<file path="config.mk">
export PLATFORM = sky130hd
export DESIGN_NAME = key_debounce_quad
export DESIGN_NICKNAME = d
export VERILOG_FILES = /design/src/rtl/key_pkg.sv /design/src/rtl/key_filter_1ch.sv /design/src/rtl/key_debounce_quad.sv
export SDC_FILE = /design/constraint.sdc
export NUM_CORES = 1
export LEC_CHECK = 0
export CORE_MARGIN = 5
export CORE_UTILIZATION = 50
export CTS_CLUSTER_DIAMETER = 40
export DETAILED_ROUTE_END_ITERATION = 12
export GPL_ROUTABILITY_DRIVEN = 0
export HOLD_SLACK_MARGIN = 0.1
export MAX_ROUTING_LAYER = met4
export PLACE_DENSITY = 0.67
export SYNTH_ARGS = -nofsm -noshare
export SYNTH_HDL_FRONTEND = slang
export SYNTH_SLANG_ARGS = --single-unit
</file>
<file path="constraint.sdc">
create_clock -name clk -period 2.48 [get_ports clk]
set_input_delay 0.496 -clock clk [delete_from_list [all_inputs] [get_ports clk]]
set_output_delay 0.496 -clock clk [all_outputs]
set_load 0.02 [all_outputs]
</file>
<file path="src/rtl/key_pkg.sv">
// rtl/key_pkg.sv - shared state encoding and timing defaults for the key debouncer
// Contents: per-key FSM state enum, default timing constants, and key count.
// The optional auto-repeat feature is enabled by defining KEY_REPEAT_EN.
package key_pkg;

  typedef enum logic [1:0] {
    KS_IDLE       = 2'd0,
    KS_PRESS_FILT = 2'd1,
    KS_DOWN       = 2'd2,
    KS_REL_FILT   = 2'd3
  } key_st_e;

  localparam int NUM_KEYS              = 4;
  localparam int DEF_DEBOUNCE_CYCLES   = 1_000_000;
  localparam int DEF_CNT_W             = 20;
  localparam int DEF_REPEAT_DELAY      = 25_000_000;
  localparam int DEF_REPEAT_PERIOD     = 5_000_000;

endpackage

</file>
<file path="src/rtl/key_filter_1ch.sv">
// rtl/key_filter_1ch.sv - synchroniser, debounce FSM and edge pulse for one key
// Ports:
//   clk, rst_n  clock and asynchronous active-low reset
//   key_raw     raw button, active-low (0 = pressed)
//   key_flag    one-cycle pulse per accepted press (plus repeats with KEY_REPEAT_EN)
//   key_state   debounced level, 1 = held
// Macro KEY_REPEAT_EN adds auto-repeat pulses while the key is held.
module key_filter_1ch
  import key_pkg::*;
#(
  parameter int DEBOUNCE_CYCLES = DEF_DEBOUNCE_CYCLES,
  parameter int CNT_W           = DEF_CNT_W
`ifdef KEY_REPEAT_EN
  ,
  parameter int REPEAT_DELAY    = DEF_REPEAT_DELAY,
  parameter int REPEAT_PERIOD   = DEF_REPEAT_PERIOD
`endif
) (
  input  logic clk,
  input  logic rst_n,
  input  logic key_raw,
  output logic key_flag,
  output logic key_state
);

  localparam logic [CNT_W-1:0] CNT_LAST = CNT_W'(DEBOUNCE_CYCLES - 1);

  logic [1:0]       sync_q;
  logic             key_s;
  key_st_e          state_q, state_d;
  logic [CNT_W-1:0] cnt_q, cnt_d, cnt_inc;
  logic             flag_q, flag_d;

  // Sync flops reset to 1 so a reset looks like "released".
  always_ff @(posedge clk or negedge rst_n) begin
    if (!rst_n) sync_q <= 2'b11;
    else        sync_q <= {sync_q[0], key_raw};
  end

  assign key_s   = ~sync_q[1];
  // Saturating increment: the filter counter must never wrap.
  assign cnt_inc = (cnt_q == {CNT_W{1'b1}}) ? cnt_q : cnt_q + 1'b1;

`ifdef KEY_REPEAT_EN
  localparam int REP_MAX = (REPEAT_DELAY > REPEAT_PERIOD) ? REPEAT_DELAY : REPEAT_PERIOD;
  localparam int REP_W   = $clog2(REP_MAX + 1);
  localparam logic [REP_W-1:0] REP_FIRST = REP_W'(REPEAT_DELAY - 1);
  localparam logic [REP_W-1:0] REP_NEXT  = REP_W'(REPEAT_PERIOD - 1);

  logic [REP_W-1:0] rep_cnt_q, rep_cnt_d;
  logic             rep_first_q, rep_first_d;
  logic             rep_hit;

  // First repeat uses the long delay, later ones the short period.
  assign rep_hit = (rep_cnt_q == (rep_first_q ? REP_FIRST : REP_NEXT));

  always_ff @(posedge clk or negedge rst_n) begin
    if (!rst_n) begin
      rep_cnt_q   <= '0;
      rep_first_q <= 1'b1;
    end else begin
      rep_cnt_q   <= rep_cnt_d;
      rep_first_q <= rep_first_d;
    end
  end
`endif

  always_ff @(posedge clk or negedge rst_n) begin
    if (!rst_n) begin
      state_q <= KS_IDLE;
      cnt_q   <= '0;
      flag_q  <= 1'b0;
    end else begin
      state_q <= state_d;
      cnt_q   <= cnt_d;
      flag_q  <= flag_d;
    end
  end

  // cnt_d defaults to zero so every state change restarts the filter.
  always_comb begin
    state_d = state_q;
    cnt_d   = '0;
    flag_d  = 1'b0;
`ifdef KEY_REPEAT_EN
    rep_cnt_d   = rep_cnt_q;
    rep_first_d = rep_first_q;
`endif
    case (state_q)
      KS_IDLE: begin
        if (key_s) state_d = KS_PRESS_FILT;
      end
      KS_PRESS_FILT: begin
        if (!key_s) begin
          state_d = KS_IDLE;
        end else if (cnt_q == CNT_LAST) begin
          state_d = KS_DOWN;
          flag_d  = 1'b1;
`ifdef KEY_REPEAT_EN
          rep_cnt_d   = '0;
          rep_first_d = 1'b1;
`endif
        end else begin
          cnt_d = cnt_inc;
        end
      end
      KS_DOWN: begin
        if (!key_s) state_d = KS_REL_FILT;
`ifdef KEY_REPEAT_EN
        if (rep_hit) begin
          flag_d      = 1'b1;
          rep_cnt_d   = '0;
          rep_first_d = 1'b0;
        end else begin
          rep_cnt_d = rep_cnt_q + 1'b1;
        end
`endif
      end
      KS_REL_FILT: begin
        // Repeat counter is held here so a bounce back to DOWN resumes it.
        if (key_s) begin
          state_d = KS_DOWN;
        end else if (cnt_q == CNT_LAST) begin
          state_d = KS_IDLE;
`ifdef KEY_REPEAT_EN
          rep_cnt_d   = '0;
          rep_first_d = 1'b1;
`endif
        end else begin
          cnt_d = cnt_inc;
        end
      end
      default: state_d = KS_IDLE;
    endcase
  end

  assign key_flag  = flag_q;
  assign key_state = (state_q == KS_DOWN) || (state_q == KS_REL_FILT);

endmodule

</file>
<file path="src/rtl/key_debounce_quad.sv">
// rtl/key_debounce_quad.sv - four independent debounced push-buttons with press pulses
// Ports:
//   clk, rst_n           clock and asynchronous active-low reset
//   key_in[3:0]          raw buttons, active-low; bit0..3 -> key_flag1..4
//   key_flag1..4         one-cycle pulse per accepted press
//   key_state[3:0]       debounced level per key, 1 = held
// Macro KEY_REPEAT_EN adds auto-repeat pulses while a key is held.
module key_debounce_quad
  import key_pkg::*;
#(
  parameter int DEBOUNCE_CYCLES = DEF_DEBOUNCE_CYCLES,
  parameter int CNT_W           = DEF_CNT_W
`ifdef KEY_REPEAT_EN
  ,
  parameter int REPEAT_DELAY    = DEF_REPEAT_DELAY,
  parameter int REPEAT_PERIOD   = DEF_REPEAT_PERIOD
`endif
) (
  input  logic                clk,
  input  logic                rst_n,
  input  logic [NUM_KEYS-1:0] key_in,
  output logic                key_flag1,
  output logic                key_flag2,
  output logic                key_flag3,
  output logic                key_flag4,
  output logic [NUM_KEYS-1:0] key_state
);

  logic [NUM_KEYS-1:0] flags;

  for (genvar k = 0; k < NUM_KEYS; k++) begin : g_key
    key_filter_1ch #(
      .DEBOUNCE_CYCLES(DEBOUNCE_CYCLES),
      .CNT_W          (CNT_W)
`ifdef KEY_REPEAT_EN
      ,
      .REPEAT_DELAY   (REPEAT_DELAY),
      .REPEAT_PERIOD  (REPEAT_PERIOD)
`endif
    ) u_filter (
      .clk      (clk),
      .rst_n    (rst_n),
      .key_raw  (key_in[k]),
      .key_flag (flags[k]),
      .key_state(key_state[k])
    );
  end

  assign key_flag1 = flags[0];
  assign key_flag2 = flags[1];
  assign key_flag3 = flags[2];
  assign key_flag4 = flags[3];

endmodule

</file>
* Yosys cells after proc, flatten, opt, wreduce, memory -nomap -nowiden *
Index checks and enable logic that the tools add are counted.

storage, ports and cells
  word-level logic and storage cells = 128
  flip-flop bits (word level) = 100
  input bits = 6
  output and inout bits = 8

cells by class
  reductions and logical operators = 12
  multiplexer cells = 60
  equal/unequal tests = 36
  add/subtract/negate cells = 4

operator list
  operator                                                count
  two-way mux 20 bit                                      16
  == test 20 bit (second input constant)                  8
  one-hot mux 20 bit (2 select lines)                     4
  adder 20 x 1 -> 20 bit (second input constant)          4
  two-way mux 2 bit                                       24
  one-hot mux 2 bit (4 select lines)                      4
  == test 2 bit (second input constant)                   8
  AND reduction 4 bit                                     4
  two-way mux 1 bit                                       12
  inequality test 3 x 1 -> 1 bit (second input constant)  4
  inequality test 3 bit (second input constant)           4
  == test 2 x 1 -> 1 bit (second input constant)          4
  logical NOT 2 bit                                       4
  inequality test 2 x 1 -> 1 bit (second input constant)  4
  inequality test 2 bit (second input constant)           4
  logical OR 1 bit                                        4

* Depth between registers and ports, before layout *
  word-level depth = 5
  depth in mapped cells = 7
  mapped depth without buffers = 6

* By module *
From an unflattened synthesis, not the netlist that was laid out.

second synthesis, totals
  cells, all modules = 598
  area total of the unflattened synthesis = 5,854.4 µm²

by module, submodules not included
  module                                   cells each  instances  sequential area each (µm²)  area each (µm²)
  key_filter_1ch at g_key[1].u_filter ...  149         2          628.1                       1,462.7
  key_filter_1ch at g_key[0].u_filter      150         1          628.1                       1,470.2
  key_filter_1ch at g_key[3].u_filter      150         1          628.1                       1,458.9

* Worst setup path after synthesis *
No wires, ideal clock.

  path type = register to register
  start point = register g_key[0].u_filter.cnt_q[0]
  end point = register g_key[0].u_filter.cnt_q[16]
  period minus slack after synthesis = 1.798 ns
  required time = 2.358 ns
  slack = 0.682 ns
  stages on the path, launching flop included = 8
  path buffers = 1
  arrival time = 1.676 ns
  library setup time = 0.122 ns
  cell sequence = dfrtp_1 ha_1 nand2_1 or3_1 buf_2 nor3_1 mux2i_1 nor2_1

on the way
  cells in the longest elaborated chain, start to end = 5
  elaborated cells on any way between the ends = 8
  those cells by class = add/sub: 1; eq/ne: 2; mux: 5

ends and longest elaborated chain
  element                                                   RTL line                                     source
  start: declaration                                        key_filter_1ch.sv:31                         logic [CNT_W-1:0] cnt_q, cnt_d, cnt_inc;
  start signal: assignment                                  key_filter_1ch.sv:75                         cnt_q <= cnt_d;
  adder 20 x 1 -> 20 bit or == test 20 bit (tied branches)  key_filter_1ch.sv:42                         assign cnt_inc = (cnt_q == {CNT_W{1'b1}}) ? cnt_q : cnt_q + 1'b1;
  two-way mux 20 bit                                        key_filter_1ch.sv:42
  two-way mux 20 bit *                                      key_filter_1ch.sv:96, key_filter_1ch.sv:123
  two-way mux 20 bit, on equally long branches              key_filter_1ch.sv:121, key_filter_1ch.sv:94
  one-hot mux 20 bit (2 select lines) *                     key_filter_1ch.sv:89                         case (state_q)
  via g_key[0].u_filter.cnt_d[16]                           key_filter_1ch.sv:31

Mark *: on every way through the listed nets, which the timed path passes. The rest lies on a longest branch.
A chain may end at the register's enable or synchronous reset.

* Worst setup path in the final report *
  start point = register g_key[0].u_filter.cnt_q[7]
  end point = register g_key[0].u_filter.cnt_q[2]

on the way
  cells in the longest elaborated chain, start to end = 5
  elaborated cells on any way between the ends = 7
  those cells by class = eq/ne: 2; mux: 5

ends and longest elaborated chain
  element                                       RTL line
  == test 20 bit                                key_filter_1ch.sv:42
  two-way mux 20 bit                            key_filter_1ch.sv:42
  two-way mux 20 bit *                          key_filter_1ch.sv:96, key_filter_1ch.sv:123
  two-way mux 20 bit, on equally long branches  key_filter_1ch.sv:121, key_filter_1ch.sv:94
  one-hot mux 20 bit (2 select lines) *         key_filter_1ch.sv:89
  via g_key[0].u_filter.cnt_d[2]                key_filter_1ch.sv:31

Marks and branches as above.

==> reports/qor.yml <==
ir_drop_v: 0.000375
synthesis.nets: 543
powerDensity_mw_per_mm2: 519
end_kind: "flop"
path_class: "flop to flop"
layout_worst_path_cycle_share_pct: 81.3
hpwl_um: 6570
drive_gt1_share_pct: 9.84
grt_pass1_vias: 3713
nets: 554
core_area_mm2: 0.0102
drc_errors: 0
grt_max_degree: 44
slew_headroom_pct: 53.9
async_flop_share_pct: 100
setup_tns_ps: 0
setup_ws_ps: 464
fin_worst_skew_ps: 7.06
critPathMaxFanout: 20
crit_arrival_ps: 2270
cp-start-kind: "flop"
rows: 37
hold_ws_ps: 363
die_w_um: 111
viasPerCell: 5.59
crit_buf_inv: 1
die_h_um: 111
layout_min_cycle_time_ps: 2020
design_area_mm2: 0.00563
ctsResizeCount: 0
htreeDepth: 3
drv_cap: 0
dr_total_vias: 3826
yosys_warnings: 0
grt_usage_pct: 16.7
placed_area_mm2: 0.00539
ctsHoldBuffers: 1
fin_cells: 685
maxSlewViolCount: 0
yosys.area.top_type: "dfrtp_1"
p_leak_nw: 2.12
die_area_mm2: 0.0124
syn_to_final_growth_pct: 9.39
antenna_cells: 0
crit_family: "simple AND/OR/NAND/NOR gates"
initial_core_util_pct: 50.5
grt_overflow_total: 0
cpPeakStageDelay_ps: 530
pin_count: 14
cts_buffer_depth: 2
synth.avg_cell_area_um2: 9.65
hold_viol: 0
yosys.area.top_type_share_pct: 44.7
synth_edf_count: 0
synth_cells: 533
rsz0062_at_grt: "no"
fmax_mhz: 496
status: "finished clean"
wl_um: 9470
synth_most_common_cell: "dfrtp_1"
netlist_area_mm2: 0.00514
setup_violations: 0
clock-sinks: 100
wl_per_cell_um: 13.8
synth-main-ff-cell: "dfrtp_1"
post_cts.repair.setup_buffers: 0
crit_required_ps: 2730
cts_root_buf: "clkbuf_8"
yosys-top-cells-area: "dfrtp_1 45%, xnor2_1 6.1%, nor2_1 5.4%"
dr.pass1.iters: 4
cts_buffers: 9
yosysUniqueCellTypes: 52
clock_latency_ps: 360
place_ws_ps: 496
grt_pass1_wl_um: 17100
clk_pin_slew_ps: 90
crit_chain: "or4_1, nor4_1, a21o_1, buf_4, a31oi_1, o21a_1"
hp-class: "flop to flop"
ys_seq_elements: 100
place_inst: 668
ant_nets: 0
cts_tree: "done"
io_buffers: 13
antenna_found_initial: 0
synth_seq_area_share_pct: 48.8
yosys-top-cells-count: "92 x dfrtp_1, 74 x nor2_1, 36 x xnor2_1"
tightest_slew_ps: 685
slowest_stage: "or4_1"
detail_route.iter0.violations: 155
==> registers in the layout, summed over array words and instances, names as in the netlist, named ones only <==
register,count
g_key.u_filter.sync_q,8
g_key.u_filter.key_flag,4
g_key.u_filter.state_q,4
g_key.u_filter.cnt_q,80
==> cell type report <==
type | count | area (um2)
clock buffers | 11 | 141
clock inverters | 5 | 82.6
fillers | 944 | 4560
inverters | 12 | 45.0
multi-input cells | 401 | 2480
flip-flops and latches | 100 | 2510
well taps | 136 | 170
repair buffers | 20 | 195
==> worst reg2reg max path, delay by kind of cell (launching register included) <==
kind,cells,cell delay [ps]
buffers and inverters,1,240
and+or+nand+nor,2,850
AOI/OAI and AO/OA,3,390
DFF,1,440
==> per-layer routing <==
| layer | vias to the layer above | global-route usage [%] | share of wire [%] |
|---|---|---|---|
| li1 | 1919 | - | - |
| met1 | 1863 | 22.4 | 49 |
| met2 | 37 | 25.7 | 48 |
| met3 | 7 | 3.26 | 2.3 |
| met4 | 0 | 5.35 | 0.91 |
| met5 | - | - | 0 |
==> through the flow <==
| step | power, mW | utilization, % |
|---|---|---|
| finish | 2.92 | 55.3 |
| global placement | 1.79 | 53.0 |
| global route | 3.06 | 55.3 |
| detailed placement | 1.79 | 53.0 |
| floorplan | 1.73 | - |
| CTS | 2.97 | 55.3 |
==> power by group <==
group          total (mW)  internal [mW]  switching, mW
logic              0.0916         0.0291         0.0624
clock network        1.16          0.602          0.562
registers            1.66           1.65         0.0128
total                2.92           2.28          0.637
==> placed cells by master (no fill, tap or decap), types with 6 or more instances in the layout <==
| cell type | n |
|---|---|
| dfrtp_1 | 92 |
| inv_1 | 12 |
| and3_1 | 14 |
| a211oi_1 | 7 |
| xor2_1 | 11 |
| nor3b_1 | 6 |
| a21oi_1 | 25 |
| nor3_1 | 35 |
| nand3_1 | 34 |
| and2_1 | 12 |
| mux2i_1 | 7 |
| nor3_2 | 6 |
| clkbuf_8 | 10 |
| a31oi_1 | 8 |
| dfstp_2 | 8 |
| nor2_1 | 74 |
| clkdlybuf4s50_1 | 12 |
| nand4_1 | 18 |
| nand2_1 | 30 |
| buf_4 | 6 |
| xnor2_1 | 36 |
| nor4_1 | 11 |
==> kinds of logic (layout without fill, tap and decap cells) <==
logic type / after synthesis / in the layout / synth area share [%]
DFF: 100 / 100 / 48.8
muxes: 7 / 7 / 1.36
buffers and inverters: 32 / 48 / 2.94
AOI/OAI and AO/OA: 59 / 59 / 7.10
xor gates and xnor gates: 47 / 47 / 8.00
adders and majority gates: 4 / 4 / 0.973
and+or+nand+nor: 284 / 284 / 30.8
==> final timing paths <==
check / start / endpoint / slack [ps] / depth (start not counted)
max in group asynchronous: rst_n / g_key[1].u_filter.sync_q[0] / 1140 / 3
max: g_key[0].u_filter.cnt_q[7] / g_key[0].u_filter.cnt_q[2] / 460 / 6
min: g_key[3].u_filter.sync_q[0] / g_key[3].u_filter.sync_q[1] / 360 / 0
max reg2reg: g_key[0].u_filter.cnt_q[7] / g_key[0].u_filter.cnt_q[2] / 460 / 6
min in group asynchronous: rst_n / g_key[3].u_filter.cnt_q[10] / 610 / 2
min reg2reg: g_key[3].u_filter.sync_q[0] / g_key[3].u_filter.sync_q[1] / 360 / 0
(Power assumes the default switching activity.)
